`config.mk`:
```
export PLATFORM = sky130hd
export DESIGN_NAME = magnetron_pwr_ctrl
export DESIGN_NICKNAME = d
export VERILOG_FILES = /design/src/rtl/magnetron_pwr_ctrl.sv
export SDC_FILE = /design/constraint.sdc
export NUM_CORES = 1
export LEC_CHECK = 0
export ABC_CLOCK_PERIOD_IN_PS = 2600
export BUFFER_PORTS_ARGS = -buffer_cell sky130_fd_sc_hd__buf_2
export CORE_MARGIN = 1
export CORE_UTILIZATION = 39
export CTS_CLUSTER_SIZE = 12
export DETAILED_ROUTE_END_ITERATION = 8
export GPL_TIMING_DRIVEN = 0
export SLEW_MARGIN = 20
export SYNTH_ARGS = -nofsm -noshare
export SYNTH_HDL_FRONTEND = slang
export SYNTH_SLANG_ARGS = --single-unit
```
`constraint.sdc`:
```
create_clock -name clk -period 2.6 [get_ports clk]
set_input_delay 0.52 -clock clk [delete_from_list [all_inputs] [get_ports clk]]
set_output_delay 0.52 -clock clk [all_outputs]
set_load 0.01 [all_outputs]
```
`src/rtl/magnetron_pwr_ctrl.sv`:
```
// Magnetron power controller: cook FSM, duty-cycle power window,
// timed end-of-cook beep and same-cycle door interlock.
module magnetron_pwr_ctrl #(
    parameter int PWR_W    = 4,
    parameter int PERIOD   = 8,
    parameter int DONE_CYC = 4
) (
    input  logic             clk,
    input  logic             rst,
    input  logic             startn,
    input  logic             stopn,
    input  logic             clearn,
    input  logic             door_closed,
    input  logic             timer_done,
    input  logic [PWR_W-1:0] pwr_lvl,
    output logic             mag_on,
    output logic             beep,
    output logic [1:0]       state,
    output logic             busy
);

    localparam int PH_W  = (PERIOD > 1) ? $clog2(PERIOD) : 1;
    localparam int PQ_W  = $clog2(PERIOD + 1);
    localparam int BC_W  = $clog2(DONE_CYC + 1);
    localparam int CMP_W = (PWR_W > PQ_W) ? PWR_W : PQ_W;

    typedef enum logic [1:0] {
        IDLE  = 2'b00,
        COOK  = 2'b01,
        PAUSE = 2'b10,
        DONE  = 2'b11
    } state_t;

    state_t          st, st_n;
    logic [PH_W-1:0] phase, ph_n;
    logic [PQ_W-1:0] pwr_q, pq_n;
    logic [BC_W-1:0] beep_cnt, bc_n;
    logic            startn_q;

    logic             start_evt;
    logic             lock;
    logic [CMP_W-1:0] lvl_ext;
    logic [PQ_W-1:0]  pwr_clamp;

    assign start_evt = startn_q & ~startn;
    assign lock      = ~door_closed | ~stopn;
    assign lvl_ext   = CMP_W'(pwr_lvl);

    // Levels above PERIOD saturate to full duty
    assign pwr_clamp = (lvl_ext > CMP_W'(PERIOD)) ?
                       PQ_W'(PERIOD) : PQ_W'(lvl_ext);

    always_ff @(posedge clk or posedge rst) begin
        if (rst) begin
            st       <= IDLE;
            phase    <= '0;
            pwr_q    <= '0;
            beep_cnt <= '0;
            startn_q <= 1'b1;
        end else begin
            st       <= st_n;
            phase    <= ph_n;
            pwr_q    <= pq_n;
            beep_cnt <= bc_n;
            startn_q <= startn;
        end
    end

    always_comb begin
        st_n = st;
        ph_n = phase;
        pq_n = pwr_q;
        bc_n = beep_cnt;
        unique case (st)
            IDLE: begin
                if (clearn && !lock && !timer_done && start_evt) begin
                    st_n = COOK;
                    ph_n = '0;
                    pq_n = pwr_clamp;
                end
            end
            COOK: begin
                if (!clearn) begin
                    st_n = IDLE;
                end else if (lock) begin
                    st_n = PAUSE;
                end else if (timer_done) begin
                    st_n = DONE;
                    bc_n = BC_W'(DONE_CYC);
                end else if (phase == PH_W'(PERIOD - 1)) begin
                    ph_n = '0;
                end else begin
                    ph_n = phase + 1'b1;
                end
            end
            PAUSE: begin
                if (!clearn) begin
                    st_n = IDLE;
                end else if (lock) begin
                    st_n = PAUSE;
                end else if (timer_done) begin
                    st_n = DONE;
                    bc_n = BC_W'(DONE_CYC);
                end else if (start_evt) begin
                    st_n = COOK;
                    ph_n = '0;
                end
            end
            DONE: begin
                if (!clearn) begin
                    st_n = IDLE;
                    bc_n = '0;
                end else begin
                    bc_n = beep_cnt - 1'b1;
                    if (beep_cnt == BC_W'(1)) begin
                        st_n = IDLE;
                    end
                end
            end
        endcase
    end

    // door_closed gates the enable directly so it drops before PAUSE
    assign mag_on = (st == COOK) && (PQ_W'(phase) < pwr_q) && door_closed;
    assign beep   = (st == DONE);
    assign busy   = (st == COOK) || (st == PAUSE);
    assign state  = st;

endmodule

```
==> impl_metrics.toml, run 1 <==
[cts]
cts_tree = "built"
h-tree-depth = 1
clock-root-buffer = "clkbuf_4"
postCtsSetupBuffers = 0
clkTransAtPathRegs_ns = 0.08
clock-sinks = 13
numCtsBuffers = 3
clk_path_buf_depth = 2
clk_latency_ns = 0.28
ctsHoldBuffers = 0
cts_resized = 0

[detailed_routing]
drc = 0
num_vias = 671
wl_per_cell_um = 12.69
drtIter0Drc = 8
drtPass1Iterations = 4
viasPerCell = 5.122
drt-total-wl_mm = 1.663
drt.antenna.violating_nets = 0

[place]
placed_cell_area_um2 = 989.7
placed_cells = 127
dp_hpwl_mm = 1.296
place_congestion = 0.8269
port_buffers = 15

[timing]
holdWs_ns = 0.2601
fin_crit_sh_pct = 80.52
fmax_mhz = 477.7
slew_headroom_pct = 65.30
hold_viol = 0
fin_tns_setup_ns = 0
slew_viol_final = 0
setup-violations-final = 0
worst_pin_slew_ns = 0.5200
finalCriticalPeriod_ns = 2.093
rsz0062_at_grt = "false"
skew_ns = 0.003575

[layout]
drive_above_1_share_pct = 24.04
finalNonFillerCells = 131
nets = 129
multi_input_area_um2 = 524.3
diodes = 0
final_area_um2 = 1016
register_area_um2 = 326.6
area_growth_pct = 15.34
fill_cells = 183
utilization_pct = 49.75

[logic_synthesis]
synthFlopType = "dfrtp_1"
synth_area_per_cell_um2 = 10.36
synthDistinctLibCells = 31
netlist_area_um2 = 880.8
syn_nets = 109
netlist_instances = 85
synth-async-reset-ratio_pct = 100.0
synth-edff-count = 0
yosysSeqAreaShare_pct = 37.07
synth-seq-cells = 13
yosysWarnings = 0

[critical_path]
path_buf_inv = 1
cp.arrival_ns = 1.57
path_class = "register to primary output"
path_delay_family = "compound AO/OA/AOI/OAI gates"
path_cells = "ha_1, a21o_1, a21oi_1, o211a_1, buf_2"
cpPeakStageDelay_ns = 0.41
worstSetupEndpointType = "primary output"
path_max_fanout = 3
worstSetupStartpointType = "register"
slowest_stage = "dfrtp_1"
crit_required_ns = 2.08

[pwr]
p_leak_nw = 0.5483
ir_drop_uv = 527.3
p_per_area_nw_per_um2 = 948.4

[floorplanning]
die_x_um = 49.53
start_util_pct = 43.14
io_pins = 16
core-area_um2 = 2042
fp.dieH_um = 49.53
dieArea_um2 = 2453
rows = 16

[global_route]
grt_use_total_pct = 15.27
grt_pass1_wl_mm = 2.815
overflow = 0
first_global_vias = 657
antenna_found_initial = 0
grt_start_max_net_pins = 14

[status]
outcome = "complete, no violations"

[flow_run]
max_cap_viol_count = 0

[hold_path]
hp-class = "primary input to asynchronous set/reset pin"
==> final timing paths <==
path,from,end,slack [ns],cells after the start
worst max-delay path,phase[1],mag_on,0.51,5
worst min-delay path,rst,phase[1],0.26,2
worst max register to register,state[0],state[1],0.78,5
worst min register to register,beep_cnt[1],beep_cnt[1],0.49,2
max in group asynchronous,rst,startn_q,1.98,2
min in group clk,startn,startn_q,0.34,1
==> per-layer routing <==
layer | global-route usage (%) | share of wire [%] | vias to the layer above
li1 | - | - | 342
met1 | 19.58 | 48 | 316
met2 | 24.55 | 49 | 9
met3 | 2.778 | 2.4 | 4
met4 | 7.143 | 1.3 | 0
met5 | 0 | 0 | -
==> logic make-up (layout without fill, tap and decap cells) <==
| group | Yosys count | after routing | synth area share, % |
|---|---|---|---|
| mux | 6 | 6 | 7.244 |
| fa+ha+maj | 13 | 13 | 18.47 |
| buf+inv | 8 | 27 | 3.409 |
| flops | 13 | 13 | 37.07 |
| compound gates | 16 | 16 | 13.92 |
| simple gates | 29 | 29 | 19.89 |
==> flip-flops by register name (all words and copies together) (netlist names) <==
name,count
phase,3
pwr_q,4
state,2
startn_q,1
beep_cnt,3
==> cell usage in the layout, fill, tap and decap left out, types with 2 or more instances in the layout <==
master / Yosys / layout
nand2_1: 7 / 7
a21oi_1: 4 / 4
nor2_1: 3 / 3
nand3b_1: 2 / 2
mux2i_1: 3 / 3
buf_2: 0 / 15
nor3_1: 3 / 3
nand2b_1: 4 / 4
mux2_2: 2 / 2
a22o_1: 3 / 3
nor2b_1: 3 / 3
ha_1: 13 / 13
clkbuf_4: 0 / 3
dfrtp_1: 12 / 12
inv_1: 8 / 8
==> synth_stat cells, drive strengths merged (2+ instances only) <==
| cell | instances | area share [%] |
|---|---|---|
| a22o | 3 | 3.0 |
| a21oi | 4 | 2.3 |
| inv | 8 | 3.4 |
| nand3b | 2 | 1.7 |
| nand2b | 4 | 2.8 |
| mux2 | 3 | 3.8 |
| mux2i | 3 | 3.4 |
| nor3 | 3 | 1.7 |
| dfrtp | 12 | 34 |
| ha | 13 | 18 |
| nor2 | 3 | 1.3 |
| nor2b | 4 | 3.7 |
| nand2 | 7 | 3.0 |
==> worst register-to-register path, delay by kind of cell (launching register included) <==
kind            cells  cell delay, ns
compound gates      1            0.35
fa+ha+maj           1            0.28
buf+inv             1            0.17
flops               1            0.45
mux                 1            0.36
simple gates        1            0.11
==> power breakdown <==
group | internal [mW] | leakage [nW] | switching [mW]
Sequential | 0.272 | 0.163 | 0.0572
Combinational | 0.241 | 0.371 | 0.264
Clock | 0.0595 | 0.0150 | 0.0690
==> layout make-up <==
type,count,share of cell area [%]
inverters,8,2.956
repair buffers,15,7.389
clock buffers,4,2.586
flip-flops and latches,13,32.14
well taps,27,3.325
multi-input cells,64,51.60
==> per-stage QoR <==
step	power [mW]	setup WS, ns
floorplan	0.7100	0.8764
global placement	0.8266	0.7954
detailed placement	0.8428	0.7813
CTS	0.9746	0.4815
global route	1.067	0.4091
finish	0.9636	0.5065
(Power assumes the default switching activity.)
==> run 2, diff against run 1 <==
- ABC_AREA: not set -> 1
- ABC_CLOCK_PERIOD_IN_PS: 2600 -> 2180
- clock period: 2.6 -> 2.18 ns (I/O delays scaled with it)
==> run 2 against run 1 <==
Compared with the run above: sequential share of layout area shrank 2.5 points; die area grew 9.0%; cell area grew 8.3%; worst hold slack lost 0.090 ns; critical endpoint unchanged; combinational power grew 8.7%; area after synthesis grew 9.4%; cell count grew 31%; core utilization shrank 1.4 points; clock power grew 17%; synthesized cell count grew 47%; wire length grew 4.3%.
==> impl_metrics.toml, run 2 <==
[cts]
cts_resized = 0
clk_path_buf_depth = 2
ctsHoldBuffers = 0
clock-sinks = 13
clock-root-buffer = "clkbuf_4"
cts_tree = "built"
clkTransAtPathRegs_ns = 0.08
postCtsSetupBuffers = 0
clk_latency_ns = 0.28
numCtsBuffers = 3
h-tree-depth = 1

[timing]
worst_pin_slew_ns = 0.5076
fin_tns_setup_ns = 0
skew_ns = 0.004769
setup_ws_ns = 0.2754
fmax_mhz = 525.0
hold_viol = 0
finalCriticalPeriod_ns = 1.905
fin_crit_sh_pct = 87.37
slew_headroom_pct = 66.12
rsz0062_at_grt = "false"
setup-violations-final = 0
holdWs_ns = 0.1705
slew_viol_final = 0

[critical_path]
crit_required_ns = 1.74
path_buf_inv = 1
crit_top_cell = "nand2_1"
r2r_cells = 9
worstSetupStartpointType = "register"
slowest_stage = "dfrtp_1"
path_class = "register to primary output"
r2r_end = "phase[2]"
worstSetupEndpointType = "primary output"
cp.arrival_ns = 1.47
cpPeakStageDelay_ns = 0.41
path_cells = "ha_1, o21ai_1, nand2_1, nand3_1, nand2_1, nor2_1, buf_2"
r2r-start = "state[0]"
r2r_slack_ns = 0.60
path_max_fanout = 3
path_delay_family = "flip-flops"

[logic_synthesis]
synth.most_common_cell = "nand2_1"
synth-seq-cells = 13
yosysTopAreaCell = "dfrtp_1"
synth_area_per_cell_um2 = 7.707
netlist_area_um2 = 963.4
synth_common_cells = "nand2_1 (44), inv_1 (21), ha_1 (13), dfrtp_1 (12)"
post_synth_main_area_contributors = "dfrtp_1 (31%), nand2_1 (17%), ha_1 (17%)"
synth-async-reset-ratio_pct = 100.0
netlist_instances = 125
yosysSeqAreaShare_pct = 33.90
synthDistinctLibCells = 21
synth_top_area_share_pct = 31.17
syn_nets = 149
yosysWarnings = 0
synthFlopType = "dfrtp_1"
synth-edff-count = 0

[detailed_routing]
drt-total-wl_mm = 1.734
drtIter0Drc = 4
num_vias = 783
drt.antenna.violating_nets = 0
wl_per_cell_um = 10.08
viasPerCell = 4.552
drtPass1Iterations = 3
drc = 0

[pwr]
p_per_area_nw_per_um2 = 970.0
power.total_mw = 1.067
net-switching-power_mw = 0.4717
pwr-share-clk_pct = 14.1
switching_share_pct = 44.22
seq_power_share_pct = 34.4
ir_drop_uv = 582.4
p_leak_nw = 0.6033
p_int_mw = 0.5950
combPwrFrac_pct = 51.5

[layout]
largest_register_ffs = 4
nets = 169
finalNonFillerCells = 172
final_area_um2 = 1100
utilization_pct = 48.32
area_growth_pct = 14.16
regMostFlops = "pwr_q"
diodes = 0
drive_above_1_share_pct = 20.14
fill_cells = 232
final_common_cell = "nand2_1"
layout_common_cells = "nand2_1 (44), inv_1 (21), buf_2 (15)"
reg_top3 = "pwr_q x4, beep_cnt x3, phase x3"

[hold_path]
hp-class = "primary input to asynchronous set/reset pin"

[place]
placed_cells = 168
placed_cell_area_um2 = 1074
place_congestion = 0.7596
port_buffers = 15
dp_slack_ns = 0.5848
dp_hpwl_mm = 1.429

[global_route]
antenna_found_initial = 0
first_global_vias = 760
grt_use_total_pct = 16.06
overflow = 0
grt_start_max_net_pins = 14
grt_pass1_wl_mm = 3.153

[flow_run]
max_cap_viol_count = 0

[floorplanning]
core-area_um2 = 2276
start_util_pct = 42.33
dieArea_um2 = 2673
fp.dieH_um = 51.70
die_x_um = 51.70
io_pins = 16
rows = 17

[status]
outcome = "complete, no violations"
run 2: worst max path at each step:
stage	depth (start not counted)	slack, ns	endpoint	startpoint
after floorplan	6	0.71	mag_on	phase[1]
after global placement	7	0.60	mag_on	phase[1]
after detailed placement	7	0.58	mag_on	phase[1]
after CTS	7	0.26	mag_on	phase[1]
after global routing	7	0.17	mag_on	phase[1]
final	7	0.28	mag_on	phase[1]
run 2: cell type report:
class,instances,area [µm²],share of cell area [%]
Inverter,21,78.83,7.167
Timing Repair Buffer,15,75.07,6.826
Sequential cell,13,326.6,29.69
Tap cell,28,35.03,3.185
Multi-Input combinational cell,91,558.0,50.74
Clock buffer,4,26.28,2.389
run 2: kinds of logic (layout without fill, tap and decap cells):
kind of cell	after synthesis	count (layout)	share of synthesized area (%)
buffers and inverters	21	40	8.182
AND/OR/NAND/NOR	68	68	34.80
XOR/XNOR	1	1	0.9093
AO/OA/AOI/OAI	9	9	5.325
flip-flops	13	13	33.90
adder cells (fa/ha/maj)	13	13	16.88
run 2: layer usage:
layer  GRT usage [%]  vias to the layer above  share of wire, %
met3           5.263                        2               2.7
met2           25.97                        6                46
met5               0                        -                 0
li1                -                      421                 -
met1           20.51                      354                51
met4           4.054                        0              0.75
run 2: power groups by stage:
| stage | Sequential, mW | Combinational (mW) | Clock, mW |
|---|---|---|---|
| floorplan | 0.365 | 0.426 | 0 |
| CTS | 0.367 | 0.555 | 0.158 |
| global placement | 0.371 | 0.541 | 0 |
| detailed placement | 0.372 | 0.552 | 0 |
| global route | 0.380 | 0.648 | 0.165 |
| finish | 0.367 | 0.550 | 0.150 |
run 2: worst reg2reg max path: stages, from the launching register on:
cell     delay (ns)
dfrtp_1        0.45
inv_1          0.16
ha_1           0.33
inv_1          0.07
nand2_1        0.07
nand2_1        0.08
nor2_4         0.13
nand2_2        0.08
nand2_1        0.06
nand2_1        0.05
